$ cat src/rtl/dez_sec.sv
// Tens-of-seconds BCD down-counter stage with borrow chaining, pause and terminal DONE mode.
// Optional macro DEZSEC_SYNC2_EN adds a two-flop synchronizer on borrow_in.
module dez_sec #(
  parameter int unsigned MODULUS = 6
) (
  input  logic       clk,
  input  logic       clear,
  input  logic       borrow_in,
  input  logic       Us,
  input  logic       alin,
  input  logic       load,
  input  logic [3:0] load_val,
  input  logic       stop_at_zero,
  output logic       A,
  output logic       B,
  output logic       C,
  output logic       D,
  output logic       borrow_out,
  output logic       zero,
  output logic       done
);

  localparam logic [3:0] CMAX = 4'(MODULUS - 1);
  localparam logic [4:0] MOD5 = 5'(MODULUS);

  typedef enum logic [1:0] {RUN, HOLD, DONE} state_e;

  state_e     state_q, state_d;
  logic [3:0] cnt_q, cnt_d;
  logic       bo_q, bo_d;
  logic       done_q, done_d;
  logic       b_q;
  logic       bin;
  logic       ev;
  logic       pause;

`ifdef DEZSEC_SYNC2_EN
  logic s1_q, s2_q;

  // Sync flops reset high so a borrow_in held high across reset is not seen as an edge.
  always_ff @(posedge clk or posedge clear) begin
    if (clear) begin
      s1_q <= 1'b1;
      s2_q <= 1'b1;
    end else begin
      s1_q <= borrow_in;
      s2_q <= s1_q;
    end
  end

  assign bin = s2_q;
`else
  assign bin = borrow_in;
`endif

  always_ff @(posedge clk or posedge clear) begin
    if (clear) b_q <= 1'b1;
    else       b_q <= bin;
  end

  assign ev    = bin & ~b_q;
  assign pause = Us | alin;

  always_comb begin
    state_d = state_q;
    cnt_d   = cnt_q;
    bo_d    = 1'b0;
    if (load) begin
      cnt_d   = ({1'b0, load_val} >= MOD5) ? CMAX : load_val;
      state_d = RUN;
    end else begin
      unique case (state_q)
        RUN: begin
          if (pause) begin
            state_d = HOLD;
          end else if (ev) begin
            if (cnt_q != '0) begin
              cnt_d = cnt_q - 4'd1;
            end else if (!stop_at_zero) begin
              cnt_d = CMAX;
              bo_d  = 1'b1;
            end else begin
              state_d = DONE;
            end
          end
        end
        HOLD: begin
          if (!pause) state_d = RUN;
        end
        DONE: begin
          state_d = DONE;
        end
        default: begin
          state_d = RUN;
        end
      endcase
    end
    done_d = (state_d == DONE);
  end

  always_ff @(posedge clk or posedge clear) begin
    if (clear) begin
      state_q <= RUN;
      cnt_q   <= '0;
      bo_q    <= 1'b0;
      done_q  <= 1'b0;
    end else begin
      state_q <= state_d;
      cnt_q   <= cnt_d;
      bo_q    <= bo_d;
      done_q  <= done_d;
    end
  end

  assign {A, B, C, D} = cnt_q;
  assign borrow_out   = bo_q;
  assign done         = done_q;
  assign zero         = (cnt_q == '0);

endmodule

$ cat config.mk
export PLATFORM = sky130hd
export DESIGN_NAME = dez_sec
export DESIGN_NICKNAME = d
export VERILOG_FILES = /design/src/rtl/dez_sec.sv
export SDC_FILE = /design/constraint.sdc
export NUM_CORES = 1
export LEC_CHECK = 0
export ABC_AREA = 1
export CAP_MARGIN = 20
export CORE_MARGIN = 2
export CORE_UTILIZATION = 30
export DETAILED_ROUTE_END_ITERATION = 6
export SLEW_MARGIN = 40
export SYNTH_ARGS = -nofsm -noshare
export SYNTH_HDL_FRONTEND = slang
export SYNTH_SLANG_ARGS = --single-unit
$ cat constraint.sdc
create_clock -name clk -period 1.33 [get_ports clk]
set_clock_uncertainty 0.15 [all_clocks]
set_input_delay 0.133 -clock clk [delete_from_list [all_inputs] [get_ports clk]]
set_output_delay 0.133 -clock clk [all_outputs]
set_load 0.02 [all_outputs]
==> summary.txt <==
Status
  – Status: complete, no violations

Clock network
  – Worst-path clk slew: 0.06 ns
  – CTS tree: done
  – H-tree depth: 1
  – Clk root buf: clkbuf_4
  – Clk_lat worst skew: 0.26 ns
  – Total CTS buffers: 3
  – Postcts setup bufs: 0
  – Max clock buf depth: 2
  – Clock sink count: 9

Final layout
  – Design area: 855 um2
  – Layout net count: 120
  – Area growth from synthesis to layout: 55.6%
  – Fill count: 184
  – Fin util: 49.5%
  – Number of diodes: 0
  – Share of layout cells above drive strength 1: 30.6%

Route
  – Drt pass-1 iters: 4
  – Detailed-route DRC error count: 0
  – ANT nets after route: 0
  – WL/cell: 9.79 um
  – Post-Route WL: 1300 um
  – Violation count after the first detailed-route iteration: 8
  – Vias/cell: 4.33
  – Detailed-route via count: 576

Floorplan
  – Initial Util: 31.8%
  – Core footprint: 1730 um2
  – Die width: 46.8 um
  – Core Rows: 15
  – Top Ports: 18
  – Die area: 2190 um2
  – Die H: 46.8 um

Yosys
  – Syn Area/Cell: 7.32 um2
  – Synthesized Nets: 86
  – Synth Register Bits: 9
  – Netlist cell types: 17
  – Seq/Total Area, Yosys: 41.2%
  – Post-Syn Area: 549 um2
  – Yosys warning total: 0
  – Syn Inst Count: 75

Setup path
  – Worst r2r src: cnt_q[0]
  – Reg2Reg Depth: 7
  – CP Capture Type: output port
  – CP max stage delay: 0.41 ns
  – Crit Path Max Fanout: 2
  – Cells along the critical path: nor2_4 -> nand2_2 -> inv_2 -> buf_6
  – Startpoint Class: flop
  – CP arrival: 1.02 ns
  – Worst R2R End: cnt_q[3]
  – Slowest CP cell: dfrtp_1
  – CP Data Required Time: 1.05 ns
  – Reg2reg setup slack: 0.09 ns
  – Crit Path Category: flop to output port

Timing
  – Final hold viol count: 0
  – Fmax: 767 MHz
  – RSZ-0062 raised after global routing: yes
  – Period utilisation layout: 98.1%
  – Worst slew pin tran: 0.353 ns
  – Fin crit period: 1.30 ns
  – Slew Limit Fails: 0
  – Setup TNS: 0 ns
  – Worst hold slack: 0.175 ns
  – # setup viols final: 0
  – Rel. slew slack: 76.4%

Global route
  – First-pass GRT wire length: 2110 um
  – Pin count of the biggest net entering global routing: 10
  – Total grt overflow: 0
  – Number of global-route vias before repair: 504
  – Initial antenna violation count: 0
  – Total Routing Usage GR: 14.0%

Placement
  – GP Congestion: 0.835
  – Port bufs: 17
  – Post-place instance area: 830 um2
  – Post-detail-place hpwl: 1060 um

Worst hold path
  – WHS Path Cells: 1
  – Hold wc startpoint: borrow_in
  – Tightest Hold Check Type: primary input to flop
  – End of the worst hold path: b_q

Pwr
  – Leak: 0.000444 uW
  – Pwr/cell area: 973 nW/um2
  – Peak VDD IR: 0.000611 V

Flow run
  – Maxcap violations: 0
## cell families after synthesis
kind of cell	share of synthesized area, %
AO/OA/AOI/OAI	7.06
buffers and inverters	10.7
flip-flops	41.2
AND/OR/NAND/NOR	41.0
## metrics by stage
stage	cells	power, uW	worst slack (ns)
6_report	133	831	0.0256
5_1_grt	133	904	-0.0413
4_1_cts	133	843	0.00213
3_5_place_dp	128	623	-0.201
3_3_place_gp	128	624	-0.199
2_1_floorplan	75	461	0.105
## cells in the final DEF (no fill, tap or decap)
master | netlist | layout
nand3_1 | 11 | 10
a21oi_2 | 1 | 1
dfstp_2 | 1 | 1
buf_2 | 0 | 4
nand3_2 | 1 | 2
nor3_1 | 1 | 1
inv_4 | 1 | 1
o21ai_0 | 3 | 3
inv_1 | 11 | 10
clkbuf_4 | 0 | 3
buf_4 | 0 | 12
inv_2 | 0 | 1
a21oi_1 | 3 | 3
nor2_2 | 2 | 3
nor2_1 | 11 | 10
dlygate4sd2_1 | 0 | 2
nor4_2 | 1 | 1
nand2_1 | 16 | 15
and2_1 | 1 | 1
clkbuf_1 | 0 | 1
dlygate4sd3_1 | 0 | 1
clkdlybuf4s50_1 | 0 | 10
dfrtp_1 | 8 | 8
nand2_2 | 0 | 1
buf_6 | 1 | 1
nor2_4 | 2 | 2
## power by group
group,leakage [uW],internal (uW),switching (uW)
sequential,0.000117,293,17.2
combinational,0.000311,150,157
clock,0.0000150,116,98.0
## sequential cells by signal, indices dropped and copies added, names as in the netlist
register / count
done: 1
cnt_q: 4
borrow_out: 1
b_q: 1
state_q: 2
## critical path, delay by kind of cell, from the launching register on
family | cells | cell delay [ns]
buffers and inverters | 2 | 0.15
DFF | 1 | 0.41
and+or+nand+nor | 2 | 0.20
## metal layers
layer  wire length, um  vias up  track usage [%]
li1                  -      301                -
met1               574      265             16.7
met2               658       10             21.9
met3                70        0             7.69
met4                 0        0             3.89
met5                 0        -                0
## cell type report
| cell class | count | area [um2] | area share (%) |
|---|---|---|---|
| timing repair buffer | 30 | 249 | 29.1 |
| multi-input combinational | 53 | 274 | 32.1 |
| clock buffer | 4 | 26.3 | 3.07 |
| sequential | 9 | 226 | 26.5 |
| tap | 25 | 31.3 | 3.66 |
| inverter | 12 | 47.5 | 5.56 |
## worst max-delay path by stage
stage               endpoint  cells after the start      from  slack, ns
detailed placement      zero                      4  cnt_q[3]      -0.20
CTS                     zero                      4  cnt_q[2]      0.002
finish                  zero                      4  cnt_q[2]       0.03
global placement        zero                      4  cnt_q[3]      -0.20
global route            zero                      4  cnt_q[2]      -0.04
floorplan           cnt_q[2]                      5  cnt_q[0]       0.10
## synthesized netlist by cell type
library cell / count / area share (%)
nand3_2: 1 / 1.8
o21ai_0: 3 / 2.7
dfrtp_1: 8 / 36
a21oi_2: 1 / 1.6
and2_1: 1 / 1.1
inv_1: 11 / 7.5
inv_4: 1 / 1.1
nor2_4: 2 / 4.1
nand3_1: 11 / 10
nand2_1: 16 / 11
nor2_1: 11 / 7.5
nor2_2: 2 / 2.3
nor4_2: 1 / 2.3
a21oi_1: 3 / 2.7
buf_6: 1 / 2.0
nor3_1: 1 / 0.91
dfstp_2: 1 / 4.8
## timing repair
item	CTS	global route
setup endpoints to repair	7	6
hold buffers	1	0
endpoints found under the hold margin	8	0
resized for setup	26	2
pin swaps	2	0
(Power assumes the default switching activity.)
